<file path="src/rtl/booth_multiplier.sv">
// booth_multiplier: sequential Booth multiplier, one partial-product step per clock.
// Operands are extended to EXT = REG_WIDTH+2 bits (sign or zero) so that signed
// and unsigned modes share one signed datapath.
// Optional feature macro: BOOTH_RADIX4_EN selects modified Booth radix-4 recoding
// (two bits per step, half the iterations); default build is radix-2.
module booth_multiplier #(
    parameter int REG_WIDTH = 8
) (
    input  logic                     clk,
    input  logic                     rst_n,
    input  logic                     start,
    input  logic                     ctl_signed,
    input  logic [REG_WIDTH-1:0]     input_a,
    input  logic [REG_WIDTH-1:0]     input_b,
    output logic                     busy,
    output logic                     done,
    output logic [2*REG_WIDTH-1:0]   product
);

    localparam int EXT = REG_WIDTH + 2;
`ifdef BOOTH_RADIX4_EN
    localparam int ITER = EXT / 2;
`else
    localparam int ITER = EXT;
`endif
    localparam int CW = $clog2(ITER + 1);

    // Elaboration-time parameter checks.
    if (REG_WIDTH < 2) begin : g_chk_width
        $error("booth_multiplier: REG_WIDTH must be >= 2");
    end
`ifdef BOOTH_RADIX4_EN
    if ((REG_WIDTH % 2) != 0) begin : g_chk_even
        $error("booth_multiplier: REG_WIDTH must be even for radix-4");
    end
`endif

    typedef enum logic [1:0] {
        S_IDLE = 2'd0,
        S_CALC = 2'd1,
        S_DONE = 2'd2
    } state_t;

    state_t          state, state_nxt;

    // Datapath registers: multiplicand, accumulator (one guard bit so -A and
    // -2A never overflow), multiplier/low product half, and the Booth q_-1 bit.
    logic [EXT-1:0]  a_reg;
    logic [EXT:0]    acc;
    logic [EXT-1:0]  q_reg;
    logic            q_m1;
    logic [CW-1:0]   cnt;

    logic [EXT-1:0]  a_load, b_load;
    logic            load;
    logic            last_iter;

    logic [EXT:0]    a_ext;
    logic [EXT:0]    acc_sum;
    logic [EXT:0]    acc_nxt;
    logic [EXT-1:0]  q_nxt;
    logic            q_m1_nxt;
    logic [2*EXT:0]  full_nxt;

    // Operand extension at load: sign-extend in signed mode, zero-extend otherwise.
    always_comb begin
        if (ctl_signed) begin
            a_load = {{2{input_a[REG_WIDTH-1]}}, input_a};
            b_load = {{2{input_b[REG_WIDTH-1]}}, input_b};
        end else begin
            a_load = {2'b00, input_a};
            b_load = {2'b00, input_b};
        end
    end

    // A new operation is accepted only while not calculating.
    assign load      = start && (state != S_CALC);
    assign last_iter = (state == S_CALC) && (cnt == CW'(1));
    assign a_ext     = {a_reg[EXT-1], a_reg};

`ifdef BOOTH_RADIX4_EN
    logic [EXT:0] two_a;
    assign two_a = {a_reg, 1'b0};

    // Radix-4 step: recode {Q[1:0],q_-1}, add 0/+-A/+-2A, shift right by two.
    always_comb begin
        acc_sum = acc;
        case ({q_reg[1:0], q_m1})
            3'b001, 3'b010: acc_sum = acc + a_ext;
            3'b011:         acc_sum = acc + two_a;
            3'b100:         acc_sum = acc - two_a;
            3'b101, 3'b110: acc_sum = acc - a_ext;
            default:        acc_sum = acc;
        endcase
        acc_nxt  = {{2{acc_sum[EXT]}}, acc_sum[EXT:2]};
        q_nxt    = {acc_sum[1:0], q_reg[EXT-1:2]};
        q_m1_nxt = q_reg[1];
    end
`else
    // Radix-2 step: recode {Q[0],q_-1}, add 0/+-A, shift right by one.
    always_comb begin
        acc_sum = acc;
        case ({q_reg[0], q_m1})
            2'b10:   acc_sum = acc - a_ext;
            2'b01:   acc_sum = acc + a_ext;
            default: acc_sum = acc;
        endcase
        acc_nxt  = {acc_sum[EXT], acc_sum[EXT:1]};
        q_nxt    = {acc_sum[0], q_reg[EXT-1:1]};
        q_m1_nxt = q_reg[0];
    end
`endif

    assign full_nxt = {acc_nxt, q_nxt};

    // State register.
    always_ff @(posedge clk) begin
        if (!rst_n) state <= S_IDLE;
        else        state <= state_nxt;
    end

    // Next-state logic; DONE may chain straight into a new CALC.
    always_comb begin
        state_nxt = state;
        case (state)
            S_IDLE:  if (start) state_nxt = S_CALC;
            S_CALC:  if (cnt == CW'(1)) state_nxt = S_DONE;
            S_DONE:  state_nxt = start ? S_CALC : S_IDLE;
            default: state_nxt = S_IDLE;
        endcase
    end

    // Output decode from state.
    always_comb begin
        busy = 1'b0;
        done = 1'b0;
        case (state)
            S_CALC:  busy = 1'b1;
            S_DONE:  done = 1'b1;
            default: ;
        endcase
    end

    // Datapath: load on acceptance, one Booth step per CALC cycle.
    always_ff @(posedge clk) begin
        if (!rst_n) begin
            a_reg <= '0;
            acc   <= '0;
            q_reg <= '0;
            q_m1  <= 1'b0;
            cnt   <= '0;
        end else if (load) begin
            a_reg <= a_load;
            acc   <= '0;
            q_reg <= b_load;
            q_m1  <= 1'b0;
            cnt   <= CW'(ITER);
        end else if (state == S_CALC) begin
            acc   <= acc_nxt;
            q_reg <= q_nxt;
            q_m1  <= q_m1_nxt;
            cnt   <= cnt - CW'(1);
        end
    end

    // Product register: captured from the final step so it is valid in DONE.
    always_ff @(posedge clk) begin
        if (!rst_n)         product <= '0;
        else if (last_iter) product <= full_nxt[2*REG_WIDTH-1:0];
    end

endmodule

</file>
<file path="config.mk">
export PLATFORM = sky130hd
export DESIGN_NAME = booth_multiplier
export DESIGN_NICKNAME = d
export VERILOG_FILES = /design/src/rtl/booth_multiplier.sv
export SDC_FILE = /design/constraint.sdc
export NUM_CORES = 1
export LEC_CHECK = 0
export BUFFER_PORTS_ARGS = -buffer_cell sky130_fd_sc_hd__buf_4
export CAP_MARGIN = 5
export CORE_MARGIN = 2
export CORE_UTILIZATION = 60
export CTS_CLUSTER_SIZE = 20
export DETAILED_ROUTE_END_ITERATION = 12
export PLACE_DENSITY = 0.93
export SLEW_MARGIN = 5
export SYNTH_ARGS = -nofsm -noshare
export SYNTH_HDL_FRONTEND = slang
export SYNTH_SLANG_ARGS = --single-unit
</file>
<file path="constraint.sdc">
create_clock -name clk -period 5.75 [get_ports clk]
set_clock_uncertainty 0.1 [all_clocks]
set_input_delay 0.8625 -clock clk [delete_from_list [all_inputs] [get_ports clk]]
set_output_delay 0.8625 -clock clk [all_outputs]
set_load 0.01 [all_outputs]
</file>
Yosys cells after proc, flatten, opt, wreduce, memory -nomap -nowiden

Index checks and enable logic that the tools add are counted.
W data, S select, Z words.

Multiplexer cells: 13
Magnitude comparators: 0
Multipliers: 0
Div/mod/pow operators: 0
Shift operators: 0
Reductions and logical operators: 6
Bitwise gates (word level): 1
$add $sub $neg: 3
Eq/ne operators: 8

Operators with widths:

| kind                  | number |
|---|---|
| $mux W10              | 4 |
| $pmux W11 S2          | 1 |
| $add A10 B10 Y11      | 1 |
| $sub A10 B10 Y11      | 1 |
| $mux W4               | 2 |
| $pmux W2 S3           | 1 |
| $eq A2 B1 Y1 const B  | 2 |
| $eq A2 B2 Y1 const B  | 2 |
| $eq A4 B1 Y1 const B  | 1 |
| $mux W2               | 2 |
| $ne A2 B2 Y1 const B  | 2 |
| $sub A4 B1 Y4 const B | 1 |
| $mux W1               | 3 |
| $logic_and A1 B1 Y1   | 2 |
| $logic_not A2 Y1      | 1 |
| $ne A2 B1 Y1 const B  | 1 |
| $reduce_and A2 Y1     | 1 |
| $reduce_bool A2 Y1    | 1 |
| $reduce_or A2 Y1      | 1 |
| $not A1 Y1            | 1 |

Bits in read-only memories: 0
Memories kept: 0
Memory bits (writable): 0
Output and inout bits: 18
Bits in latches: 0
Bits in registers: 53

Logic depth before layout (Yosys ltp)

Depth after elaboration: 4
Mapped depth: 13
Mapped depth without buffers: 13

Worst setup path after synthesis

OpenSTA, ideal clock, no wires.

Path type: register -> register
Start: register a_reg[2]
End: register, netlist name acc[9]
Setup slack: 3.139 ns
Stages on the path, launching flop included: 12
Data arrival time: 2.439 ns
Period minus slack after synthesis: 2.611 ns
Required time: 5.578 ns
Setup time: 0.072 ns
Path through: dfxtp_1 > or4_4 > nor2_1 > a21oi_1 > xor2_1 > ha_1 > a21oi_1 > nor2_1 > a211oi_1 > a21oi_1 > o21ai_1 > mux2i_1

Longest elaborated chain between the ends: 2

RTL lines:

| what                                                 | line     | RTL |
|---|---|---|
| from (decl)                                          | 48       | `logic [EXT-1:0] a_reg;` |
| from (signal assigned)                               | 153      | `a_reg <= a_load;` |
| $add A10 B10 Y11 or $sub A10 B10 Y11 (tied branches) | 105, 104 |  |
| $pmux W11 S2 *                                       | 103      | `case ({q_reg[0], q_m1})` |

Every way passes the cells marked *; elsewhere a longest branch is shown, timed or not.
A chain may end at the register's enable or synchronous reset.

Worst setup path after layout

Start: register state[1]
End: output port busy

Longest elaborated chain between the ends: 2

RTL lines:

| what                   | line | RTL |
|---|---|---|
| from (decl)            | 44   | `state_t state, state_nxt;` |
| from (signal assigned) | 119  | `else state <= state_nxt;` |
| $eq A2 B1 Y1           | 137  | `case (state)` |
| $mux W1                | 137  |  |
| to (decl)              | 15   | `output logic busy,` |

Every way passes these cells.

==> metrics.yaml <==
muxShareOfSynthArea_pct: 5.25
synthSimpleGateAreaFrac_pct: 18.4
synth_cell_types: 40
leakagePower_nw: 1.33
wl_per_cell_um: 15.7
grt_use_total_pct: 26.0
core_area_um2: 4350
p_per_area_nw_per_um2: 268
nets: 392
yosys.area.top_type_share_pct: 38.6
cp_data_required_time_ns: 4.79
end_kind: "output port"
cts.repair.resized: 0
power.internal_w: 0.000550
drc: 0
synth_area_leaders: "dfxtp_1 (39%), ha_1 (7.9%), a21oi_1 (7.8%), nand2_1 (7.1%), a211oi_1 (5.8%)"
htree_num_levels: 2
maxCapViolCount: 0
pin_count: 38
hpwl_um: 4310
ys_ff_latch: 52
fin_crit_sh_pct: 63.5
globalRouteOverflowTotal: 0
synth_top_family_by_area: "compound AO/OA/AOI/OAI gates"
detailedPlace.worstSlack_ns: 2.41
r2r_end: "cnt[3]"
comb_power_share_pct: 24.7
whs_ns: 0.366
drive_gt1_share_pct: 14.1
cts.sinks: 52
power.net_switching_w: 0.000266
grt_pass1_vias: 2443
grt_max_degree: 37
netlist_area_um2: 2700
vias_per_cell: 6.05
async_reset_ff_share_pct: 0
sw_frac_of_total_pct: 32.6
yosysTopAreaCell: "dfxtp_1"
numPortBuffers: 37
clockPowerShare_pct: 26.5
yosys_warnings: 0
ys_seq_area_share_pct: 38.6
clock_latency_ns: 0.32
initial_core_util_pct: 61.9
die-width_um: 71.0
finalMaxSlewViolations: 0
synth-xor-area-share_pct: 4.87
ir_worst_vdd_mv: 0.179
setup-violations-final: 0
grt_pass1_wl_um: 10600
initialDrtViolationCount: 260
rows: 24
crit_path_top_delay_cell: "clkinv_1"
dr_total_vias: 2461
dr.pass1.iters: 4
syn_inst: 329
hold_start: "product[6]"
cts_buffers: 5
synth_nets: 367
finalHoldViolations: 0
ant_nets: 0
cts_root_buffer: "clkbuf_8"
start_kind: "flip-flop"
finalWorstSetupSlack_ns: 2.10
cp.arrival_ns: 2.69
holdCritPathClass: "flip-flop to flip-flop"
ctsHoldBuffers: 0
routabilityCongestion: 0.896
cp_slowest_stage_delay_ns: 0.88
synth_edf_count: 0
largest_reg_flops: 16
cp_cell_sequence: "nand2b_1, clkinv_1, buf_4"
cts_buffer_depth: 2
synth_flop_cell: "dfxtp_1"
syn_avg_cell_area_um2: 8.19
drt_wl_total_um: 6390
synth_compound_area_share_pct: 19.9
critPathMaxFanout: 28
clkTransAtPathRegs_ns: 0.10
min_period_ns: 3.65
total_power_w: 0.000816
holdPathStages: 2
r2r-start: "state[1]"
critical_path_class: "flip-flop to output port"
reg2regPathDepth: 5
antenna_found_initial: 0
status: "finished, final reports clean"
cts_tree: "built"
die_y_um: 71.0
areaGrowthSynthToFinish_pct: 13.0
diodes: 0
fin_tns_setup_ns: 0
synth_fa_ha_area_share_pct: 8.64
rsz0062_at_grt: "false"
slew_headroom_pct: 30.8
max_freq_mhz: 274
post_cts_buffers: 0
tightest_slew_ns: 1.03
worstHoldEndpoint: "product[6]"
dieArea_um2: 5040
power_frac_seq_pct: 48.8
r2r_setup_slack_ns: 2.33
crit_start: "state[1]"
## cell type report
cell class | instances | area [um2]
sequential | 52 | 1040
fill | 310 | 1310
timing repair buffer | 37 | 278
inverter | 9 | 33.8
clock inverter | 2 | 16.3
clock buffer | 6 | 72.6
multi-input combinational | 249 | 1540
tap | 52 | 65.1
## cells by family after synthesis
group / count (synthesis)
buffers and inverters: 28
AO/OA/AOI/OAI: 87
AND/OR/NAND/NOR: 115
adder cells (fa/ha/maj): 18
XOR/XNOR: 15
flip-flops: 52
multiplexers: 14
## how the worst max path moves through the flow
stage / endpoint / slack [ns] / depth (start not counted)
after detailed placement: cnt[3] / 2.41 / 5
after floorplan: acc[9] / 3.14 / 11
after global routing: busy / 1.94 / 3
final: busy / 2.10 / 3
after CTS: busy / 2.14 / 3
after global placement: busy / 2.65 / 3
## power by group through the flow
stage	registers, W	clock network, W	logic, W
global placement	0.000404	0	0.000183
finish	0.000398	0.000216	0.000201
CTS	0.000397	0.000215	0.000198
floorplan	0.000401	0	0.000149
detailed placement	0.000406	0	0.000192
global route	0.000401	0.000227	0.000221
## placed cells by master, fill, tap and decap left out, drive strengths merged, types with 2 or more instances in the layout
cell	instances
dfxtp	52
nand2	51
a21oi	42
nor2	39
buf	37
a211oi	21
ha	17
mux2i	13
xor2	11
o21ai	10
inv	7
clkbuf	6
nor3	5
a21o	5
xnor2	4
and2	3
nand3	3
clkinv	3
and3	3
nor2b	2
a31oi	2
o211ai	2
nand4	2
o22ai	2
## per-stage QoR
stage               utilization [%]  cell area (um2)  std cells
detailed placement             67.9             2960        399
finish                         69.9             3040        407
global placement               67.9             2960        399
floorplan                         -             2700        329
CTS                            69.9             3040        407
global route                   69.9             3040        407
## synth_stat cells, drive strengths merged, types with 2 or more instances
library cell	count
dfxtp	52
nand2	51
a21oi	42
nor2	39
a211oi	21
ha	17
clkbuf	16
mux2i	13
xor2	11
o21ai	10
inv	7
a21o	5
nor3	5
xnor2	4
and2	3
and3	3
buf	3
nand3	3
a31oi	2
clkinv	2
nand4	2
nor2b	2
o211ai	2
o22ai	2
## critical path: cells and delay by family, from the launching register on
family                 cells  cell delay, ns
AND/OR/NAND/NOR            1            0.75
buffers and inverters      2            1.27
flip-flops                 1            0.34
## layer usage
metal | share of wire [%] | GRT usage, %
met1 | 43 | 30.8
met2 | 49 | 44.7
met3 | 5.3 | 5.27
met4 | 2.6 | 12.8
met5 | 0 | 0
(Power assumes the default switching activity.)
